## src/rtl/johnson_phase_monitor.sv

```systemverilog
// Johnson phase monitor: samples a 4-bit Johnson counter every clock and decodes
// the eight legal codes into a registered one-hot phase and phase index. Each edge
// classifies the sample against the previous one as one of:
//   ILLEGAL, RESYNC, HOLD, ADVANCE or JUMP.
// From that class it tracks sequence lock, counts revolutions while locked and
// logs sequence errors.
// Ports:
//   clk          - clock, rising edge
//   reset_n      - synchronous active-low reset
//   count        - Johnson code from the upstream counter
//   clr_err      - clears err_count / illegal_seen (an error event on the same edge wins)
//   phase        - registered one-hot phase (8'h00 on an illegal code)
//   phase_idx    - registered phase index (holds on an illegal code)
//   step, wrap   - one-cycle pulses on a legal advance / an 8 -> 0 advance
//   rev_count    - revolutions counted while locked
//   locked       - sequence lock status
//   illegal_seen - sticky illegal-code flag
//   err_count    - saturating sequence-error count
module johnson_phase_monitor #(
  parameter int unsigned LOCK_CNT = 8,
  parameter int unsigned REV_W    = 8,
  parameter int unsigned ERR_W    = 4
) (
  input  logic             clk,
  input  logic             reset_n,
  input  logic [3:0]       count,
  input  logic             clr_err,
  output logic [7:0]       phase,
  output logic [2:0]       phase_idx,
  output logic             step,
  output logic             wrap,
  output logic [REV_W-1:0] rev_count,
  output logic             locked,
  output logic             illegal_seen,
  output logic [ERR_W-1:0] err_count
);

  localparam logic [7:0] LockCnt = 8'(LOCK_CNT);

  typedef enum logic [1:0] {StUnlocked, StLocking, StLocked} state_e;
  typedef enum logic [2:0] {ClsIllegal, ClsResync, ClsHold, ClsAdvance, ClsJump} cls_e;

  function automatic logic is_legal(input logic [3:0] c);
    unique case (c)
      4'h0, 4'h1, 4'h3, 4'h7, 4'hF, 4'hE, 4'hC, 4'h8: is_legal = 1'b1;
      default:                                         is_legal = 1'b0;
    endcase
  endfunction

  function automatic logic [2:0] code_idx(input logic [3:0] c);
    unique case (c)
      4'h1:    code_idx = 3'd1;
      4'h3:    code_idx = 3'd2;
      4'h7:    code_idx = 3'd3;
      4'hF:    code_idx = 3'd4;
      4'hE:    code_idx = 3'd5;
      4'hC:    code_idx = 3'd6;
      4'h8:    code_idx = 3'd7;
      default: code_idx = 3'd0;
    endcase
  endfunction

  logic [3:0]       cnt_q;
  state_e           state_q, state_d;
  logic [7:0]       run_q, run_d;
  logic [7:0]       phase_q, phase_d;
  logic [2:0]       idx_q, idx_d;
  logic             step_q, step_d;
  logic             wrap_q, wrap_d;
  logic [REV_W-1:0] rev_q, rev_d;
  logic             ill_q, ill_d;
  logic [ERR_W-1:0] err_q, err_d;
  cls_e             cls;
  logic             err_event;

  // Transition classification in priority order.
  always_comb begin
    cls = ClsJump;
    if (!is_legal(count))                             cls = ClsIllegal;
    else if (!is_legal(cnt_q))                        cls = ClsResync;
    else if (count == cnt_q)                          cls = ClsHold;
    else if (code_idx(count) == code_idx(cnt_q) + 3'd1) cls = ClsAdvance;
  end

  assign err_event = (cls == ClsIllegal) || (cls == ClsJump);

  always_comb begin
    phase_d = phase_q;
    idx_d   = idx_q;
    state_d = state_q;
    run_d   = run_q;
    rev_d   = rev_q;
    ill_d   = ill_q;
    err_d   = err_q;

    if (cls == ClsIllegal) begin
      phase_d = 8'h00;
    end else begin
      idx_d   = code_idx(count);
      phase_d = 8'h01 << code_idx(count);
    end

    step_d = (cls == ClsAdvance);
    wrap_d = (cls == ClsAdvance) && (cnt_q == 4'h8) && (count == 4'h0);

    // Only revolutions completed while already locked are counted.
    if (wrap_d && state_q == StLocked) rev_d = rev_q + 1'b1;

    unique case (state_q)
      StUnlocked: begin
        if (cls == ClsAdvance) begin
          state_d = StLocking;
          run_d   = 8'd1;
        end
      end
      StLocking: begin
        if (cls == ClsAdvance) begin
          run_d = run_q + 8'd1;
          if (run_q + 8'd1 == LockCnt) state_d = StLocked;
        end else if (err_event) begin
          state_d = StUnlocked;
          run_d   = 8'd0;
        end
      end
      StLocked: begin
        if (err_event) begin
          state_d = StUnlocked;
          run_d   = 8'd0;
        end
      end
      default: begin
        state_d = StUnlocked;
        run_d   = 8'd0;
      end
    endcase

    // A same-edge error event takes precedence over clr_err.
    if (err_event) begin
      if (clr_err) begin
        err_d = ERR_W'(1);
        ill_d = (cls == ClsIllegal);
      end else begin
        if (err_q != {ERR_W{1'b1}}) err_d = err_q + 1'b1;
        if (cls == ClsIllegal)      ill_d = 1'b1;
      end
    end else if (clr_err) begin
      err_d = '0;
      ill_d = 1'b0;
    end
  end

  always_ff @(posedge clk) begin
    if (!reset_n) begin
      cnt_q   <= 4'h0;
      state_q <= StUnlocked;
      run_q   <= 8'd0;
      phase_q <= 8'h01;
      idx_q   <= 3'd0;
      step_q  <= 1'b0;
      wrap_q  <= 1'b0;
      rev_q   <= '0;
      ill_q   <= 1'b0;
      err_q   <= '0;
    end else begin
      cnt_q   <= count;
      state_q <= state_d;
      run_q   <= run_d;
      phase_q <= phase_d;
      idx_q   <= idx_d;
      step_q  <= step_d;
      wrap_q  <= wrap_d;
      rev_q   <= rev_d;
      ill_q   <= ill_d;
      err_q   <= err_d;
    end
  end

  assign phase        = phase_q;
  assign phase_idx    = idx_q;
  assign step         = step_q;
  assign wrap         = wrap_q;
  assign rev_count    = rev_q;
  assign locked       = (state_q == StLocked);
  assign illegal_seen = ill_q;
  assign err_count    = err_q;

endmodule

```

## config.mk

```make
export PLATFORM = sky130hd
export DESIGN_NAME = johnson_phase_monitor
export DESIGN_NICKNAME = d
export VERILOG_FILES = /design/src/rtl/johnson_phase_monitor.sv
export SDC_FILE = /design/constraint.sdc
export NUM_CORES = 1
export LEC_CHECK = 0
export BUFFER_PORTS_ARGS = -buffer_cell sky130_fd_sc_hd__buf_2
export CORE_ASPECT_RATIO = 0.75
export CORE_MARGIN = 3
export CORE_UTILIZATION = 45
export CTS_BUF_LIST = sky130_fd_sc_hd__clkbuf_4
export DETAILED_ROUTE_END_ITERATION = 7
export GPL_TIMING_DRIVEN = 1
export PLACE_DENSITY = 0.66
export SLEW_MARGIN = 20
export SYNTH_ARGS = -nofsm -noshare
export SYNTH_HDL_FRONTEND = slang
export SYNTH_SLANG_ARGS = --single-unit
```

## constraint.sdc

```tcl
create_clock -name clk -period 4.96 [get_ports clk]
set_input_delay 0.744 -clock clk [delete_from_list [all_inputs] [get_ports clk]]
set_output_delay 0.744 -clock clk [all_outputs]
set_load 0.03 [all_outputs]
```

-- After elaboration in Yosys (flattened, before gate mapping)
Memories as Yosys holds them, arrays and structs flattened. A register that Yosys moved wholly into a read port is not among the register bits.
Cells that the tools add are included.
- bits in registers: 40
- latch bits: 0
- RAM bits: 0
- ROM bits: 32
- output and inout port bits: 27
- word-level logic and storage cells: 90
- memories: 2
- memories (memory ; depth ; width ; read ports ; clocked after memory_dff ; wr ports ; line ; source):
    (no name shown) ; 16 ; 1 ; 1 ; 0 ; 0 ; 44 ; unique case (c)
    (no name shown) ; 16 ; 1 ; 1 ; 1 ; 0 ; 44 ;
- $add $sub $neg: 4
- $mul: 0
- div/mod/pow operators: 0
- order comparisons: 0
- eq/ne operators: 24
- shift-type cells: 1
- mux-type cells: 33
- bitwise logic cells: 1
- reductions and logical operators: 14
- operators with widths (operator ; count):
    3-bit one-hot mux with 7 select lines ; 2
    3-bit 2-to-1 mux ; 11
    4-bit == test, second input constant ; 8
    8-bit 2-to-1 mux ; 3
    8-bit one-hot mux with 3 select lines ; 1
    4-bit 2-to-1 mux ; 5
    8-bit by 1-bit adder with 8-bit output, second input constant ; 2
    4-bit by 1-bit == test with 1-bit output, second input constant ; 2
    4-bit by 2-bit == test with 1-bit output, second input constant ; 2
    4-bit by 3-bit == test with 1-bit output, second input constant ; 2
    8-bit by 4-bit == test with 1-bit output, second input constant ; 1
    2-bit 2-to-1 mux ; 4
    1-bit by 3-bit left shift with 8-bit output, first input constant ; 1
    1-bit 2-to-1 mux ; 6
    2-bit one-hot mux with 3 select lines ; 1
    2-bit AND reduction ; 3
    2-bit nonzero test ; 3
    4-bit by 1-bit adder with 4-bit output, second input constant ; 1
    4-bit == test ; 1
    4-bit logical NOT ; 1
    4-bit inequality test, second input constant ; 1
    3-bit by 1-bit adder with 3-bit output, second input constant ; 1
    3-bit by 2-bit == test with 1-bit output, second input constant ; 1
    3-bit == test ; 1
    11 further kinds ; 13

-- Depth between registers and ports, before layout
- depth in word-level cells: 16
- gate-level depth with buffers: 10
- gate-level depth less buffers: 8

-- Least setup slack after synthesis
No wires, ideal clock.
- kind: input to register
- from: input count[0]
- to: register run_q[5]
- library setup time: 0.122 ns
- arrival time: 2.580 ns
- slack: 2.258 ns
- stages on the path: 7
- path buffers: 1
- cell sequence: buf_6 -> or2_2 -> a21oi_1 -> xor3_1 -> and2_1 -> a211o_1 -> a221o_1
- word-level cells in the longest chain between the ends: 15
- RTL lines (what ; line ; source):
    from (decl) ; 26 ; input logic [3:0] count,
    4-bit == test, or another cell as far along ; 51 ; unique case (c)
    3-bit one-hot mux with 7 select lines ; 51 ;
    3-bit 2-to-1 mux ; 81 ; else if (count == cnt_q) cls = ClsHold;
    3-bit 2-to-1 mux ; 80 ; else if (!is_legal(cnt_q)) cls = ClsResync;
    3-bit 2-to-1 mux ; 79 ; if (!is_legal(count)) cls = ClsIllegal;
    3-bit == test ; 82 ; else if (code_idx(count) == code_idx(cnt_q) + 3'd1) cls = ClsAdvance;
    3-bit 2-to-1 mux ; 82 ;
    3-bit 2-to-1 mux ; 81 ;
    3-bit 2-to-1 mux ; 80 ;
    3-bit 2-to-1 mux (*) ; 79 ;
    3-bit == test or 3-bit logical NOT (tied branches) ; 85 ; assign err_event = (cls == ClsIllegal) || (cls == ClsJump);
    1-bit logical OR ; 85 ;
    8-bit 2-to-1 mux ; -- ;
    8-bit 2-to-1 mux ; 117 ; if (cls == ClsAdvance) begin
    8-bit one-hot mux with 3 select lines ; 109 ; unique case (state_q)
    to (signal assigned) ; 167 ; run_q <= run_d;
    to (decl) ; 65 ; logic [7:0] run_q, run_d;
Every way passes the cells marked *; elsewhere a longest branch is shown, timed or not. The select of a mux whose other input is x is not followed.
A chain may end at the register's enable or synchronous reset.

-- Worst setup path after layout
- from: register cnt_q[1]
- to: register rev_q[7] (netlist: rev_count[7])
- word-level cells in the longest chain between the ends: 15
- RTL lines (what ; line ; source):
    from (decl) ; 63 ; logic [3:0] cnt_q;
    from (signal assigned) ; 165 ; cnt_q <= count;
    4-bit == test, or another cell as far along ; 51, 104 ;
    3-bit one-hot mux with 7 select lines ; 51 ;
    3-bit 2-to-1 mux ; 81 ;
    3-bit 2-to-1 mux ; 80 ;
    3-bit 2-to-1 mux ; 79 ;
    3-bit by 1-bit adder with 3-bit output ; 82 ;
    3-bit == test ; 82 ;
    3-bit 2-to-1 mux ; 82 ;
    3-bit 2-to-1 mux ; 81 ;
    3-bit 2-to-1 mux ; 80 ;
    3-bit 2-to-1 mux ; 79 ;
    3-bit by 2-bit == test with 1-bit output ; 104 ; wrap_d = (cls == ClsAdvance) && (cnt_q == 4'h8) && (count == 4'h0);
    1-bit logical AND (*) (2 in a row) ; 104 ;
    1-bit logical AND (*) ; 107 ; if (wrap_d && state_q == StLocked) rev_d = rev_q + 1'b1;
    to (signal assigned) ; 172 ; rev_q <= rev_d;
    to (decl) ; 70 ; logic [REV_W-1:0] rev_q, rev_d;
Marked as above.

==> reports/results.ini <==
[run_status]
status=complete, no violations

[floorplanning]
rows=20
start_util_pct=48.82
dieHeight_um=64.84
ios=34
die_x_um=84.45
core-area_um2=4254
dieArea_um2=5475

[routing]
routed_wl_mm=4.393
vias=1789
first_pass_iters=4
wl_per_cell_um=13.60
drtAntennaViolNets=0
drc=0
vias_per_cell=5.539
drtIter0Drc=97

[clock_tree]
cts_buffer_depth=2
cts_root_buffer=clkbuf_4
postCtsSetupRepairBufs=0
cts_buffers=5
holdBufCountCts=0
path_clk_slew_ns=0.11
htree_levels=2
cts.repair.resized=0
cts_tree=built
cts.sinks=41
clk_latency_ns=0.35

[grt]
grt.overflow.total=0
antenna_found_initial=0
grt_pass1_vias=1603
grt_max_degree=20
grt_pass1_wl_mm=7.500
track_usage_pct=17.10

[setup_path]
startpoint_type=flip-flop
endpoint_kind=flip-flop
r2r_end=rev_count[7]
r2r_setup_slack_ns=2.14
crit_type=reg -> reg
r2r_start=cnt_q[1]
required_ns=5.24
path_max_fanout=14
startpoint=cnt_q[1]
crit_path_end=rev_count[7]
reg2reg_depth=8
cp.arrival_ns=3.10

[synth]
synth_cell_type_count=54
yosysWarnings=0
yosys.area.top_type_share_pct=39.52
ys_seq_area_share_pct=39.52
syn_inst=238
synth_edf_count=0
ys_seq_elements=41
synthFlopType=dfxtp_1
synthesis.nets=249
avgSynthCellArea_um2=8.727
synth-async-reset-ratio_pct=0
synth_area_leaders=dfxtp_1, nand2_1, a21oi_1
yosysTopAreaCell=dfxtp_1
syn_area_um2=2077

[timing]
setup_viol=0
grt_setup_unrepaired=no
slew_viol_final=0
hold_violations=0
final.period_utilization_pct=56.76
fin_worst_skew_ns=0.005694
min_period_ns=2.815
finalSetupTns_ns=0
finalWorstSetupSlack_ns=2.145
tightest_slew_ns=0.7421
slew_headroom_pct=49.88
fmax_mhz=355.2

[run]
max_cap_viol_count=0

[pwr]
peakVddDrop_mv=0.1569
power.density_nw_per_um2=267.2
p_leak_nw=0.9699

[placed_design]
dp_slack_ns=1.859
portBuffers=33
hpwl_mm=3.214
gp_congestion=0.7979
placed_cell_area_um2=2257

[finish]
nNetsFinal=279
seqCellArea_um2=820.8
area_delta_synth_final_pct=11.02
multiInputGateArea_um2=1187
final_common_cell=dfxtp_1
final_cell_mix=dfxtp_1, buf_2, nand2_1
drive_above_1_share_pct=17.54
antennaDiodeCount=0
fillCellCount=422
final_area_um2=2306

[hold_path]
min_path_type=reg -> reg
worstHoldStart=illegal_seen

how the worst min path moves through the flow:
| stage | cells after the start | end |
|---|---|---|
| final | 2 | illegal_seen |
| after global routing | 2 | illegal_seen |
| after CTS | 2 | illegal_seen |
| after detailed placement | 2 | illegal_seen |
| after global placement | 2 | illegal_seen |
| after floorplan | 1 | run_q[1] |
Yosys cell counts (2+ instances only):
cell,count
dfxtp_1,41
nand2_1,26
nor2_1,16
a21oi_1,15
nor3_1,9
or3_1,9
and2_1,8
nand3_1,8
and3_1,7
o21ai_0,7
xor2_1,6
mux2i_1,5
clkbuf_1,4
ha_1,4
nand4_1,4
nor2b_1,4
nor3b_1,4
o31ai_1,4
or4_1,4
xnor2_1,4
a211o_1,3
buf_2,3
inv_1,3
nor4_1,3
a21boi_0,2
a21o_1,2
a221o_1,2
a22o_1,2
a31oi_1,2
nand2b_1,2
o2111ai_1,2
logic make-up after synthesis:
logic type / Yosys count / synth area share [%]
AO/OA/AOI/OAI: 49 / 16.02
XOR/XNOR: 11 / 5.361
adder cells (fa/ha/maj): 4 / 2.410
buffers and inverters: 14 / 3.312
flip-flops: 41 / 39.52
multiplexers: 6 / 2.952
AND/OR/NAND/NOR: 113 / 30.42
layout make-up:
cell class,count,share of cell area [%]
inverters,4,0.6511
flip-flops and latches,41,35.59
clock buffers,6,1.953
repair buffers,33,7.162
well taps,55,2.984
clock inverters,1,0.1628
multi-input cells,183,51.49
where the power goes:
group | internal, mW | switching, mW
registers | 0.340 | 0.00961
logic | 0.0392 | 0.0687
clock network | 0.0570 | 0.102
total | 0.436 | 0.181
metal layers:
layer / global-route usage [%] / vias up / wire length (um)
met5: 0 / - / 0
met4: 5.929 / 0 / 51
met3: 4.066 / 5 / 300
met2: 24.41 / 44 / 1731
met1: 25.02 / 811 / 2310
li1: - / 929 / -
flip-flops by register name (all words and copies together) (netlist names), named ones only:
register,count
err_count,4
run_q,8
illegal_seen,1
phase,8
state_q,2
phase_idx,3
cnt_q,4
step,1
rev_count,8
wrap,1
per-stage QoR:
step	power, mW	hold slack, ns	util [%]	std cells
final	0.6163	0.4469	54.21	323
after detailed placement	0.4641	0.4383	53.06	316
after global placement	0.4633	0.4362	53.06	316
after global routing	0.6480	0.4853	54.21	323
after floorplan	0.4395	0.4689	-	238
after CTS	0.6223	0.4552	54.21	323
worst max-delay path, cell delays in order (launching register included):
cell and delay [ns]:
dfxtp_1 0.44, xor2_1 0.29, nor2_1 0.08, ha_1 0.32
and3_4 0.16, nor4_4 0.35, nand4_2 0.37, or4_1 0.59
a21oi_1 0.14
Power figures use the tool's default switching activity.
